$ cat src/rtl/alu_pkg.sv
// Shared control encodings for the 16-bit zx/nx/zy/ny/f/no ALU and its multi-cycle sequencer.
package alu_pkg;

    localparam logic [5:0] ALU_ADD    = 6'b000010;
    localparam logic [5:0] ALU_ZERO   = 6'b101010;
    localparam logic [5:0] ALU_PASS_Y = 6'b110000;
    localparam logic [5:0] ALU_AND    = 6'b000000;

    localparam logic OP_MUL = 1'b0;
    localparam logic OP_SHL = 1'b1;

    typedef enum logic [2:0] {
        IDLE,
        WAIT,
        ADD,
        DBL,
        SHF,
        FIN
    } state_t;

endpackage

$ cat src/rtl/alu_mul_seq.sv
// Shift-and-add multiply / repeated-double shift-left built on the shared ALU.
// One ALU pass per granted cycle; a dropped alu_gnt freezes the step in place.
module alu_mul_seq
    import alu_pkg::*;
#(
    parameter int WIDTH = 16,
    parameter int CNT_W = 4
) (
    input  logic             clk,
    input  logic             reset,
    input  logic             start,
    input  logic             op,
    input  logic [WIDTH-1:0] a,
    input  logic [WIDTH-1:0] b,
    output logic             ready,
    output logic             done,
    output logic [WIDTH-1:0] result,
    output logic             alu_req,
    input  logic             alu_gnt,
    output logic [WIDTH-1:0] alu_x,
    output logic [WIDTH-1:0] alu_y,
    output logic [5:0]       alu_c,
    input  logic [WIDTH-1:0] alu_out
);

    localparam logic [WIDTH-1:0] ONE = WIDTH'(1);

    state_t           r_state;
    state_t           w_next;
    logic [WIDTH-1:0] r_acc;
    logic [WIDTH-1:0] r_ar;
    logic [WIDTH-1:0] r_br;
    logic [WIDTH-1:0] r_result;
    logic             r_op;
    logic             r_done;

    assign ready  = (r_state == IDLE);
    assign done   = r_done;
    assign result = r_result;

    always_comb begin
        w_next  = r_state;
        alu_req = 1'b0;
        alu_x   = '0;
        alu_y   = '0;
        alu_c   = ALU_ZERO;
        case (r_state)
            IDLE: begin
                if (start) w_next = WAIT;
            end
            WAIT: begin
                alu_req = 1'b1;
                if (alu_gnt) begin
                    if (r_br == '0)          w_next = FIN;
                    else if (r_op == OP_SHL) w_next = SHF;
                    else if (r_br[0])        w_next = ADD;
                    else                     w_next = DBL;
                end
            end
            ADD: begin
                alu_req = 1'b1;
                alu_x   = r_acc;
                alu_y   = r_ar;
                alu_c   = ALU_ADD;
                if (alu_gnt) w_next = DBL;
            end
            DBL: begin
                // Next decision looks at br after this step's shift: bit1 becomes the new bit0.
                alu_req = 1'b1;
                alu_x   = r_ar;
                alu_y   = r_ar;
                alu_c   = ALU_ADD;
                if (alu_gnt) begin
                    if (r_br[WIDTH-1:1] == '0) w_next = FIN;
                    else if (r_br[1])          w_next = ADD;
                    else                       w_next = DBL;
                end
            end
            SHF: begin
                alu_req = 1'b1;
                alu_x   = r_acc;
                alu_y   = r_acc;
                alu_c   = ALU_ADD;
                if (alu_gnt) begin
                    if (r_br == ONE) w_next = FIN;
                    else             w_next = SHF;
                end
            end
            FIN: begin
                w_next = IDLE;
            end
            default: begin
                w_next = IDLE;
            end
        endcase
    end

    always_ff @(posedge clk) begin
        if (reset) begin
            r_state  <= IDLE;
            r_acc    <= '0;
            r_ar     <= '0;
            r_br     <= '0;
            r_op     <= OP_MUL;
            r_result <= '0;
            r_done   <= 1'b0;
        end else begin
            r_state <= w_next;
            r_done  <= 1'b0;
            case (r_state)
                IDLE: begin
                    if (start) begin
                        r_op <= op;
                        r_ar <= a;
                        if (op == OP_SHL) begin
                            r_acc <= a;
                            r_br  <= {{(WIDTH-CNT_W){1'b0}}, b[CNT_W-1:0]};
                        end else begin
                            r_acc <= '0;
                            r_br  <= b;
                        end
                    end
                end
                ADD: begin
                    if (alu_gnt) r_acc <= alu_out;
                end
                DBL: begin
                    if (alu_gnt) begin
                        r_ar <= alu_out;
                        r_br <= r_br >> 1;
                    end
                end
                SHF: begin
                    if (alu_gnt) begin
                        r_acc <= alu_out;
                        r_br  <= r_br - ONE;
                    end
                end
                FIN: begin
                    r_result <= r_acc;
                    r_done   <= 1'b1;
                end
                default: ;
            endcase
        end
    end

endmodule

$ cat config.mk
export PLATFORM = sky130hd
export DESIGN_NAME = alu_mul_seq
export DESIGN_NICKNAME = d
export VERILOG_FILES = /design/src/rtl/alu_pkg.sv /design/src/rtl/alu_mul_seq.sv
export SDC_FILE = /design/constraint.sdc
export NUM_CORES = 1
export LEC_CHECK = 0
export ABC_AREA = 1
export BUFFER_PORTS_ARGS = -buffer_cell sky130_fd_sc_hd__buf_4
export CAP_MARGIN = 20
export CELL_PAD_IN_SITES_DETAIL_PLACEMENT = 0
export CELL_PAD_IN_SITES_GLOBAL_PLACEMENT = 1
export CORE_MARGIN = 2
export CORE_UTILIZATION = 30
export CTS_CLUSTER_SIZE = 10
export DETAILED_ROUTE_END_ITERATION = 6
export PLACE_DENSITY_LB_ADDON = 0.1
export REMOVE_ABC_BUFFERS = 1
export SLEW_MARGIN = 10
export SYNTH_ARGS = -nofsm -noshare
export SYNTH_HDL_FRONTEND = slang
export SYNTH_SLANG_ARGS = --single-unit
$ cat constraint.sdc
create_clock -name clk -period 1.47 [get_ports clk]
set_input_delay 0.0735 -clock clk [delete_from_list [all_inputs] [get_ports clk]]
set_output_delay 0.0735 -clock clk [all_outputs]
set_load 0.01 [all_outputs]
* Word-level counts from Yosys, hierarchy flattened
Cells that the tools add are included.
** Cells by class
- Muxes and demuxes :: 28
- Reductions and logical operators :: 15
- Add/subtract/negate cells :: 1
- Eq/ne operators :: 12
** Operator list (count)
- $mux W16 :: 8
- $pmux W16 S2 :: 4
- $pmux W16 S3 :: 1
- $mux W3 :: 8
- $eq A16 B1 Y1 const B :: 1
- $logic_not A16 Y1 :: 1
- $sub A16 B1 Y16 const B :: 1
- $logic_not A15 Y1 :: 1
- $pmux W3 S5 :: 1
- $ne A2 B2 Y1 const B :: 5
- $eq A3 B2 Y1 const B :: 2
- $eq A3 B3 Y1 const B :: 2
- $mux W6 :: 1
- $reduce_and A3 Y1 :: 2
- $mux W1 :: 5
- $reduce_and A5 Y1 :: 1
- $reduce_and A4 Y1 :: 1
- $reduce_bool A2 Y1 :: 2
- $reduce_or A2 Y1 :: 2
- $reduce_or A4 Y1 :: 1
- $eq A3 B1 Y1 const B :: 1
- $logic_not A3 Y1 :: 1
- $reduce_bool A3 Y1 :: 1
- $reduce_or A3 Y1 :: 1
- other kinds (2) :: 2
** Word-level totals
- Word-level logic and storage cells :: 63
- Register bits :: 69
- Output and inout bits :: 57

* Depth between registers and ports, before layout
- Depth after elaboration :: 5
- Depth in mapped cells :: 11
- Depth with buffers taken out :: 10

* Least setup slack after synthesis
OpenSTA, ideal clock, no wires.
- Path type :: register to register
- Start point :: register r_state[0]
- End point :: register r_state[0]
- Path slack :: -63 ps
- Library setup time :: 116 ps
- Buffers on the path :: 0
- Data required time :: 1354 ps
- Stages on the path, launching flop included :: 10
- Clock period less this slack :: 1533 ps
- Arrival time :: 1417 ps
- Cells stage by stage :: dfxtp_1 nor2_2 nand2_1 inv_1 nor2_1 nand2_1 a21boi_2 nand2_1 nor2_1 nor2_1
** On the way
- Word-level cells in the longest chain between the ends :: 3
- Elaborated cells on any way between the ends :: 12
- Those cells by class :: eq/ne (9); mux (1); reduce/logical (2)
** RTL lines
- start, declared :: RTL line alu_mul_seq.sv:28 : state_t r_state;
- start signal, assigned :: RTL line alu_mul_seq.sv:108 : r_state <= w_next;
- $eq A3 B1 Y1 (tied with other cells) :: RTL line alu_mul_seq.sv:47 : case (r_state)
- $ne A2 B2 Y1 (no source line)
- $reduce_and A5 Y1 (no source line)
Parallel ways exist; a longest one is shown, timed or not.
A chain may end at the register's enable or synchronous reset.

* Worst setup path after layout
- Start point :: register r_state[1]
- End point :: output port alu_x[5]
** On the way
- Word-level cells in the longest chain between the ends :: 3
- Elaborated cells on any way between the ends :: 5
- Those cells by class :: eq/ne (3); mux (1); reduce/logical (1)
** RTL lines
- $eq A3 B3 Y1 / $eq A3 B2 Y1 (equally long branches) :: RTL line alu_mul_seq.sv:47
- $reduce_or A2 Y1 (no source line)
- $pmux W16 S2 * :: RTL line alu_mul_seq.sv:47
- end, declared :: RTL line alu_mul_seq.sv:20 : output logic [WIDTH-1:0] alu_x,
Mark *: on every way between the ends. The rest lies on a longest branch, timed or not.

==> impl_metrics.env <==
export IMPL_power_density_mw_per_mm2=2160
export IMPL_combPwrFrac_pct=64.7
export IMPL_antenna_found_initial=0
export IMPL_clkLatencyLatePin_ns=0.34
export IMPL_cts_buffers=9
export IMPL_chipWidth_um=120
export IMPL_cts_max_level=3
export IMPL_yosysUniqueCellTypes=33
export IMPL_cts_sinks=69
export IMPL_rsz0062_at_grt="yes"
export IMPL_synth_cell_area_mm2=0.00405
export IMPL_finalCriticalPeriod_ns=1.66
export IMPL_required_ns=1.40
export IMPL_wl_um=16000
export IMPL_drtAntennaViolNets=0
export IMPL_switching_power_mw=6.57
export IMPL_dpl_cell_area_mm2=0.00534
export IMPL_ys_seq_area_share_pct=34.1
export IMPL_setup_viol=85
export IMPL_path_clk_slew_ns=0.06
export IMPL_n_antenna_cell=0
export IMPL_path_common_cell="buf_4"
export IMPL_pwr_share_clk_pct=14.8
export IMPL_gr_usage_all_layers_pct=22.1
export IMPL_crit_chain="inv_4 > nor2_4 > buf_4 > nand2_8 > buf_12 > o22ai_2 > buf_4"
export IMPL_cp_end_kind="output port"
export IMPL_p_int_mw=8.36
export IMPL_regArea_mm2=0.00139
export IMPL_fin_total_pwr_mw=14.9
export IMPL_cts_tree="done"
export IMPL_max_cap_violations=0
export IMPL_worst_path_buf_inv=4
export IMPL_cts_root_buf="clkbuf_16"
export IMPL_seq_power_share_pct=20.5
export IMPL_route_detailed_drc=0
export IMPL_grt_pass1_wl_um=24800
export IMPL_finClkSkew_ns=0.00553
export IMPL_fin_nets=853
export IMPL_areaGrowthSynthToFinish_pct=71.0
export IMPL_status="finished with violations"
export IMPL_max_freq_ghz=0.601
export IMPL_worstPathArrival_ns=1.59
export IMPL_drive_gt1_share_pct=40.9
export IMPL_hold_viol_final=0
export IMPL_cp_top_family="buffers and inverters"
export IMPL_yosys_area_top_type="dfxtp_1"
export IMPL_swShare_pct=44.0
export IMPL_ctsHoldBuffers=0
export IMPL_first_pass_iters=4
export IMPL_postSynthAreaPerCell_um2=6.41
export IMPL_utilization_pct=52.5
export IMPL_wl_per_cell_um=16.4
export IMPL_ys_warn_count=0
export IMPL_port_buffers=105
export IMPL_slew_viol_final=0
export IMPL_synth_top_area_share_pct=34.1
export IMPL_dp_hpwl_um=9630
export IMPL_die_h_um=120
export IMPL_slowest_stage="dfxtp_4"
export IMPL_final_cell_area_mm2=0.00692
export IMPL_place_congestion=0.803
export IMPL_core_area_mm2=0.0132
export IMPL_crit_fanout=8
export IMPL_hp_class="input pin to flop"
export IMPL_grt_pass1_vias=4748
export IMPL_vias_per_cell=4.94
export IMPL_die_area_mm2=0.0144
export IMPL_num_vias=4835
export IMPL_p_leak_nw=3.04
export IMPL_path_class="flop to output port"
export IMPL_violations="negative setup slack"
export IMPL_synth_area_top_cells="dfxtp_1 (34%), o21ai_0 (13%), inv_1 (8.9%), nand2_1 (7.5%), a21oi_1 (7.3%)"
export IMPL_num_rows=42
export IMPL_grt_max_degree=42
export IMPL_fillers=1307
export IMPL_synth_cells=632
export IMPL_hold_ws_ns=0.0143
export IMPL_critPathLaunchType="flop"
export IMPL_io_pins=110
export IMPL_layout_setup_ws_ns=-0.193
export IMPL_post_route_period_util_pct=113
export IMPL_grt_overflow=0
export IMPL_instances_no_fill=978
export IMPL_drt_initial_drc_count=267
export IMPL_multi_input_area_mm2=0.00269
export IMPL_dp_cells=928
export IMPL_ys_ff_latch=69
export IMPL_clockBufferDepth=2
export IMPL_critPathMaxStageDelay_ns=0.38
export IMPL_start_util_pct=30.7
export IMPL_ir_worst_vdd_v=0.000796
power groups by stage:
| stage | Combinational (mW) | Clock, mW | Sequential (mW) |
|---|---|---|---|
| 2_1_floorplan | 3.34 | 0 | 2.95 |
| 4_1_cts | 8.92 | 2.25 | 3.03 |
| 3_5_place_dp | 6.46 | 0 | 3.02 |
| 3_3_place_gp | 6.39 | 0 | 3.01 |
| 6_report | 9.66 | 2.21 | 3.07 |
| 5_1_grt | 10.4 | 2.33 | 3.15 |
worst paths after layout:
| check | from | end | slack (ns) | cells after the start |
|---|---|---|---|---|
| max | r_state[1]$_SDFFE_PP0P_ | alu_x[5] | -0.19 | 7 |
| min | reset | r_state[2]$_SDFFE_PP0P_ | 0.01 | 2 |
| max reg2reg | r_state[0]$_SDFFE_PP0P_ | r_br[12]$_SDFFE_PP0P_ | -0.15 | 11 |
| min reg2reg | result[2]$_SDFFE_PP0P_ | result[2]$_SDFFE_PP0P_ | 0.44 | 2 |
registers in the layout, summed over array words and instances, names as in the netlist:
| signal | flops |
|---|---|
| result | 16 |
| r_acc | 16 |
| r_br | 16 |
| r_ar | 16 |
| r_op | 1 |
| done | 1 |
| r_state | 3 |
cell families after synthesis:
| group | Yosys count | share of synthesized area (%) |
|---|---|---|
| adders and majority gates | 3 | 0.927 |
| DFF | 69 | 34.1 |
| xor gates and xnor gates | 1 | 0.216 |
| buffers and inverters | 142 | 15.1 |
| AOI/OAI and AO/OA | 210 | 27.7 |
| and+or+nand+nor | 205 | 21.8 |
| other | 2 | 0.185 |
metrics by stage:
stage / TNS, ns / worst slack [ns]
6_report: -8.20 / -0.193
3_5_place_dp: -9.00 / -0.297
4_1_cts: -7.37 / -0.159
3_3_place_gp: -5.24 / -0.206
5_1_grt: -12.31 / -0.233
2_1_floorplan: -29.72 / -0.959
synth_stat cells (all sizes together):
cell     count
clkbuf      20
conb         2
a21oi       60
o221ai       1
nand3       40
o21ai      113
inv        101
o22ai       33
nor3b        1
nand2       86
buf         21
nor3         2
nor2        73
xor2         1
and2         1
ha           3
dfxtp       69
a21boi       1
o211ai       1
o2bb2ai      1
nand4        2
cell type report:
| type | count | share of cell area (%) |
|---|---|---|
| repair buffers | 192 | 27.4 |
| clock inverters | 6 | 0.922 |
| clock buffers | 10 | 3.31 |
| multi-input cells | 423 | 38.8 |
| inverters | 101 | 6.09 |
| flip-flops and latches | 69 | 20.1 |
| well taps | 176 | 3.18 |
| repair inverters | 1 | 0.127 |
routing by layer:
layer	up-vias	wire [um]	track usage, %
li1	2398	-	-
met1	2297	7140	28.1
met2	120	7890	37.6
met3	20	662	3.73
met4	0	307	7.72
met5	-	0	0
cell usage in the layout, fill, tap and decap left out, drive strengths merged:
master / instances
a21boi: 1
a21oi: 60
and2: 1
buf: 190
bufbuf: 1
bufinv: 1
clkbuf: 11
clkinv: 3
clkinvlp: 2
conb: 4
dfxtp: 69
ha: 3
inv: 102
nand2: 86
nand3: 40
nand4: 2
nor2: 73
nor3: 2
nor3b: 1
o211ai: 1
o21ai: 113
o221ai: 1
o22ai: 33
o2bb2ai: 1
xor2: 1
what timing repair did:
action / in CTS / in global routing
setup buffers: 20 / 6
gates cloned: 10 / 1
pin swaps: 18 / 11
gates resized for setup: 184 / 88
endpoints found under the setup margin: 86 / 87
Power figures use the tool's default switching activity.
